===== src/rtl/sec_ded_decoder_pipe.sv =====
// Two-stage extended-Hamming (SEC-DED) decoder with a valid/ready stream interface.
// Reports a 2-bit error class and the error position, and keeps saturating CE/UE counters.
module sec_ded_decoder_pipe #(
   parameter int DATA_W = 96,
   parameter int R      = 7,
   parameter int CNT_W  = 16,
   parameter int CW_W   = DATA_W + R + 1
) (
   input  logic              clk,
   input  logic              rst,
   input  logic              in_valid,
   output logic              in_ready,
   input  logic [CW_W-1:0]   codeword_in,
   output logic              out_valid,
   input  logic              out_ready,
   output logic [DATA_W-1:0] data_out,
   output logic [1:0]        decode_result_out,
   output logic [7:0]        err_pos_out,
   output logic [CNT_W-1:0]  ce_cnt,
   output logic [CNT_W-1:0]  ue_cnt,
   input  logic              cnt_clr
);
   localparam int         MAX_POS   = DATA_W + R;
   localparam logic [1:0] RES_CLEAN = 2'b00;
   localparam logic [1:0] RES_CE    = 2'b01;
   localparam logic [1:0] RES_UE    = 2'b10;

   if ((2 ** R) < (DATA_W + R + 1)) begin : g_bad_r
      $error("sec_ded_decoder_pipe: 2**R must be >= DATA_W+R+1");
   end
   if (CW_W != DATA_W + R + 1) begin : g_bad_cw
      $error("sec_ded_decoder_pipe: CW_W is derived and must equal DATA_W+R+1");
   end

   // Hamming position (1-based) of data bit idx: the idx-th position that is not a power of two.
   function automatic int data_pos(input int idx);
      int pos;
      int cnt;
      pos = 0;
      cnt = -1;
      while (cnt < idx) begin
         pos = pos + 1;
         if ((pos & (pos - 1)) != 0) cnt = cnt + 1;
      end
      return pos;
   endfunction

   function automatic logic [DATA_W-1:0] cover_mask(input int j);
      logic [DATA_W-1:0] m;
      m = '0;
      for (int i = 0; i < DATA_W; i++) begin
         m[i] = (((data_pos(i) >> j) & 1) != 0);
      end
      return m;
   endfunction

   function automatic logic [CNT_W-1:0] sat_inc(input logic [CNT_W-1:0] c);
      return (&c) ? c : c + CNT_W'(1);
   endfunction

   logic [DATA_W-1:0] w_data_in;
   logic [R-1:0]      w_chk_in;
   logic [R-1:0]      w_chk_calc;
   logic [R-1:0]      w_syn;
   logic              w_pe;
   logic              w_adv;
   logic              w_xfer;
   logic [DATA_W-1:0] w_flip;
   logic [DATA_W-1:0] w_data_fix;
   logic [1:0]        w_res;
   logic [7:0]        w_pos;

   logic              r_vld_p1;
   logic [DATA_W-1:0] r_data_p1;
   logic [R-1:0]      r_syn_p1;
   logic              r_pe_p1;
   logic              r_vld_p2;
   logic [DATA_W-1:0] r_data_p2;
   logic [1:0]        r_res_p2;
   logic [7:0]        r_pos_p2;
   logic [CNT_W-1:0]  r_ce_cnt;
   logic [CNT_W-1:0]  r_ue_cnt;

   assign w_data_in = codeword_in[DATA_W-1:0];
   assign w_chk_in  = codeword_in[DATA_W+R-1:DATA_W];

   for (genvar j = 0; j < R; j++) begin : g_chk
      localparam logic [DATA_W-1:0] MASK = cover_mask(j);
      assign w_chk_calc[j] = ^(w_data_in & MASK);
   end

   assign w_syn = w_chk_in ^ w_chk_calc;
   assign w_pe  = ^codeword_in;

   // The whole pipe moves as one; a stalled output freezes both stages.
   assign w_adv    = !r_vld_p2 || out_ready;
   assign in_ready = w_adv;
   assign w_xfer   = r_vld_p2 && out_ready;

   always_ff @(posedge clk) begin
      if (rst) begin
         r_vld_p1 <= 1'b0;
         r_vld_p2 <= 1'b0;
      end else if (w_adv) begin
         r_vld_p1 <= in_valid;
         r_vld_p2 <= r_vld_p1;
      end
   end

   // ---- stage 1: raw data, syndrome and overall parity ----
   always_ff @(posedge clk) begin
      if (w_adv && in_valid) begin
         r_data_p1 <= w_data_in;
         r_syn_p1  <= w_syn;
         r_pe_p1   <= w_pe;
      end
   end

   for (genvar g = 0; g < DATA_W; g++) begin : g_fix
      localparam int POS = data_pos(g);
      assign w_flip[g] = (r_syn_p1 == R'(POS));
   end

   // Syndromes beyond the last used position cannot come from a single flip.
   always_comb begin
      w_data_fix = r_data_p1;
      w_res      = RES_CLEAN;
      w_pos      = '0;
      if (r_pe_p1) begin
         if (int'(r_syn_p1) > MAX_POS) begin
            w_res = RES_UE;
         end else begin
            w_res      = RES_CE;
            w_pos      = 8'(r_syn_p1);
            w_data_fix = r_data_p1 ^ w_flip;
         end
      end else if (r_syn_p1 != '0) begin
         w_res = RES_UE;
      end
   end

   // ---- stage 2: corrected data, class and position ----
   always_ff @(posedge clk) begin
      if (rst) begin
         r_data_p2 <= '0;
         r_res_p2  <= RES_CLEAN;
         r_pos_p2  <= '0;
      end else if (w_adv && r_vld_p1) begin
         r_data_p2 <= w_data_fix;
         r_res_p2  <= w_res;
         r_pos_p2  <= w_pos;
      end
   end

   always_ff @(posedge clk) begin
      if (rst || cnt_clr) begin
         r_ce_cnt <= '0;
         r_ue_cnt <= '0;
      end else if (w_xfer) begin
         if (r_res_p2 == RES_CE) r_ce_cnt <= sat_inc(r_ce_cnt);
         if (r_res_p2 == RES_UE) r_ue_cnt <= sat_inc(r_ue_cnt);
      end
   end

   assign out_valid         = r_vld_p2;
   assign data_out          = r_data_p2;
   assign decode_result_out = r_res_p2;
   assign err_pos_out       = r_pos_p2;
   assign ce_cnt            = r_ce_cnt;
   assign ue_cnt            = r_ue_cnt;

endmodule


===== config.mk =====
export PLATFORM = sky130hd
export DESIGN_NAME = sec_ded_decoder_pipe
export DESIGN_NICKNAME = d
export VERILOG_FILES = /design/src/rtl/sec_ded_decoder_pipe.sv
export SDC_FILE = /design/constraint.sdc
export NUM_CORES = 1
export LEC_CHECK = 0
export BUFFER_PORTS_ARGS = -buffer_cell sky130_fd_sc_hd__buf_2
export CORE_MARGIN = 8
export CORE_UTILIZATION = 45
export CTS_BUF_LIST = sky130_fd_sc_hd__clkbuf_4 sky130_fd_sc_hd__clkbuf_8
export DETAILED_ROUTE_END_ITERATION = 10
export HOLD_SLACK_MARGIN = 0.02
export PLACE_DENSITY = 0.76
export SETUP_SLACK_MARGIN = 0.2
export SYNTH_ARGS = -nofsm -noshare
export SYNTH_HDL_FRONTEND = slang
export SYNTH_SLANG_ARGS = --single-unit

===== constraint.sdc =====
create_clock -name clk -period 8 [get_ports clk]
set_clock_uncertainty 0.2 [all_clocks]
set_input_delay 0.4 -clock clk [delete_from_list [all_inputs] [get_ports clk]]
set_output_delay 0.4 -clock clk [all_outputs]
set_load 0.005 [all_outputs]

==> summary by stage <==
Critical path
The maximum fanout count along the critical path is 102. At the worst endpoint, the arrival time is 3.20 ns. The worst setup path is of the register to register kind. The worst setup path is launched from a register. The worst register-to-register path has a setup slack of 5.04 ns. The kind of end point of the critical path is a register. Data on the critical path is required at its endpoint by 8.24 ns.

Global routing
The global routing stage identified its most utilized layer as met2. The via count of the first global-routing pass is 9549. Entering global routing, the biggest net connects 103 pins. For this run, global-route usage on met1 was measured as 27.15%. The number of antenna violations at the first check in global routing is 5. The total overflow reported by the global router is 0. The first global-routing pass estimated 54.61 mm of wire. The global-route met2 utilization is 37.37%. The overall routing resource usage is 22.64%.

Global routing consumed, on the met3 layer, 5.469% of the routing resources.

STA
The time the final worst path needs with I/O delays and setup is 2.962 ns. The remaining max-slew budget at the tightest pin is 8.406%. On the final layout, the worst hold slack is 0.09301 ns.

The actual slew at the worst max-slew pin is 1.363 ns. Setup repair after global routing left no endpoint under its margin. The sum of negative setup slack is 0 ns. Setup violations remaining at the end of the flow were counted as 0. The final count of hold timing violations is 0.

Setup slack closes at 5.038 ns. The ratio of final minimum period to clock period is 37.02%. The number of slew-limit violations in the final report came to 0. The highest clock rate is 337.7 MHz.

Power and ir drop
Summing internal, switching and leakage power gives 3747 uW. Power spread over the standard cell area amounts to 251.9 nW/um^2. The worst supply voltage drop on vdd is 0.0001554 V. Summed over all cells, the static leakage comes to 0.005666 uW.

Synth
The flip-flop and latch count after synthesis is 243. The cell taking the most area after synthesis is sky130_fd_sc_hd__edfxtp_1. The cell area that synthesis handed to floorplanning was 11570 sq um. Summing the sequential cell areas from Yosys gives 51.04% of the chip area.

The average size of a mapped cell is 10.53 sq um. The post-synth net total is 1210. The gate count of the mapped netlist is 1099. The synthesized netlist contains 43 unique library cells. By area the synthesized netlist is led by sky130_fd_sc_hd__edfxtp_1 (27%), sky130_fd_sc_hd__dfxtp_1 (24%), sky130_fd_sc_hd__xnor2_1 (12%). The area share of the leading cell type in the synthesized netlist is 26.99%. For this run, the number of Yosys warnings is 0.

Layout
The most frequent standard cell in the layout excluding fill and tap cells is sky130_fd_sc_hd__buf_2. Registers take 5906 sq um. Summing all multi-input logic gate instances after layout gives 5434 sq um. The layout overhead on the synthesized area is 28.56%. Leaving out fill and tap cells, the most frequent cells in the layout are sky130_fd_sc_hd__buf_2 (246), sky130_fd_sc_hd__nor2_1 (161), sky130_fd_sc_hd__xnor2_1 (157). The number of fill cells is 2024.

After the last flow step, the layout net total stands at 1545. Of the cells placed in the final design, the portion with a size suffix greater than 1 is 22.90%.

CTS
The clock passes through at most 3 buffers. Buffers inserted during clock tree synthesis total 41. The post-cts repair resize count is 0. The CTS tree is yes. The number of buffers added to fix hold violations after cts is 96.

The total number of clock tree sinks is 243. Once the clock tree was built, the setup fixing pass inserted 0 buffers. The cell sitting at the root of the clock tree is a sky130_fd_sc_hd__clkbuf_8. The clock slew seen by the registers of the worst setup and hold paths is 0.06 ns.

At the later pin of the worst-skew pair, clock insertion delay measures 0.55 ns. In this run the number of H-tree levels came out at 2.

Route
The per-cell routed wire length is 20.32 um. The number of vias after detailed routing is 9560. After the first detailed-routing iteration, the DRC count stood at 813. The total wirelength of the detailed-routed design is 36.52 mm.

The pre-antenna-repair detailed-routing pass consisted of 5 iterations. The detailed-route DRC error count is 0. The remaining antenna violation count is 0. The via-per-instance ratio is 5.320.

Floorplanning
The initial cell density of the core is 45.95%. The core area is 25180 sq um. The floorplan has 58 rows.

The die covers 31100 sq um. Measured along the x axis, the die boundary spans 176.3 um. For this design the top-level I/O count stands at 249. The floorplan step set the die height to 176.3 um.

Outcome
The flow ran to the end, and the final reports show no timing, DRC or antenna violations.

Worst hold path
The worst min-delay path category is input port to register.

Place
The HPWL after detailed placement is 26.39 mm. OpenSTA, run right after detailed placement, puts the worst setup slack at 4.907 ns. The count of input and output buffers is 247.

At the end of routability-driven placement, the weighted congestion stood at 0.8974.

Job
Across the run, the number of max-cap violations was 0.
final cells by class:
class | count | area share [%]
sequential | 243 | 39.70
multi-input combinational | 793 | 36.53
timing repair buffer | 349 | 15.09
clock buffer | 67 | 5.316
tap | 330 | 2.776
clock inverter | 5 | 0.3617
inverter | 6 | 0.1514
antenna | 4 | 0.06729
metrics by stage:
stage          std cells  util (%)  instance area [sq um]
2_1_floorplan       1099         -                  11570
3_3_place_gp        1625     51.86                  13060
3_5_place_dp        1625     51.86                  13060
4_1_cts             1793     59.03                  14860
5_1_grt             1796     59.06                  14870
6_report            1797     59.07                  14870
worst paths after layout:
check	startpoint	to	cells past startpoint
setup / recovery	out_valid	data_out[93]	5
hold / removal	out_ready	out_valid	3
setup reg to reg	out_valid	data_out[93]	5
hold reg to reg	r_vld_p1	out_valid	2
routing by layer:
layer	vias up	wire length, um
li1	4489	-
met1	4508	14110
met4	0	1837
met5	-	0
met3	111	3047
met2	452	17520
critical path, cell delays in order, from the launching register on:
cell and delay [ns]:
sky130_fd_sc_hd__dfxtp_1 0.33, sky130_fd_sc_hd__nand2b_1 0.18, sky130_fd_sc_hd__and2_4 0.73, sky130_fd_sc_hd__buf_4 0.90, sky130_fd_sc_hd__nor2_1 0.09, sky130_fd_sc_hd__a211oi_1 0.31
power by group:
group / internal [uW] / switching, uW
Clock: 654 / 486
Sequential: 1430 / 108
Combinational: 493 / 571
Total: 2580 / 1160
cells by family after synthesis:
group                    Yosys count  share of synthesized area [%]
AO/OA/AOI/OAI                    155                          9.538
XOR/XNOR                         288                          23.80
adder cells (fa/ha/maj)            2                         0.2163
buffers and inverters             63                          2.076
flip-flops                       243                          51.04
multiplexers                       2                         0.1730
other                              1                        0.03241
AND/OR/NAND/NOR                  345                          13.12
state kept, by name, indices dropped and copies added (netlist names):
| register | cells |
|---|---|
| r_data_p1 | 96 |
| decode_result_out | 2 |
| ue_cnt | 16 |
| out_valid | 1 |
| r_syn_p1 | 7 |
| data_out | 96 |
| r_vld_p1 | 1 |
| r_pe_p1 | 1 |
| err_pos_out | 7 |
| ce_cnt | 16 |
Yosys cell counts:
library cell and count:
sky130_fd_sc_hd__a211oi_1 67, sky130_fd_sc_hd__edfxtp_1 104, sky130_fd_sc_hd__nor2b_1 3, sky130_fd_sc_hd__nand4b_1 1, sky130_fd_sc_hd__buf_1 4, sky130_fd_sc_hd__clkbuf_1 52, sky130_fd_sc_hd__a21oi_1 8, sky130_fd_sc_hd__o211ai_1 3
sky130_fd_sc_hd__xor2_2 1, sky130_fd_sc_hd__and2_1 2, sky130_fd_sc_hd__nand2b_1 7, sky130_fd_sc_hd__xnor3_1 13, sky130_fd_sc_hd__xnor2_1 157, sky130_fd_sc_hd__conb_1 1, sky130_fd_sc_hd__or2_1 4, sky130_fd_sc_hd__ha_1 2
sky130_fd_sc_hd__o2111a_1 1, sky130_fd_sc_hd__o2111ai_1 2, sky130_fd_sc_hd__a22oi_1 7, sky130_fd_sc_hd__dfxtp_1 139, sky130_fd_sc_hd__and4b_1 1, sky130_fd_sc_hd__nand3_1 15, sky130_fd_sc_hd__or3_1 34, sky130_fd_sc_hd__inv_2 1
sky130_fd_sc_hd__xor2_1 112, sky130_fd_sc_hd__buf_4 1, sky130_fd_sc_hd__nand2_1 87, sky130_fd_sc_hd__or2_2 1, sky130_fd_sc_hd__o211a_2 1, sky130_fd_sc_hd__xnor2_2 4, sky130_fd_sc_hd__o21ai_1 2, sky130_fd_sc_hd__o21ai_0 33
sky130_fd_sc_hd__nand4_1 5, sky130_fd_sc_hd__mux2i_1 2, sky130_fd_sc_hd__inv_1 5, sky130_fd_sc_hd__nor3_1 12, sky130_fd_sc_hd__nor4b_1 1, sky130_fd_sc_hd__and3_1 6, sky130_fd_sc_hd__nor2_1 161, sky130_fd_sc_hd__nor4_1 3
sky130_fd_sc_hd__a311oi_1 31, sky130_fd_sc_hd__xor3_1 1, sky130_fd_sc_hd__and4_1 2
Note: power is estimated with default switching activity, not from simulation.
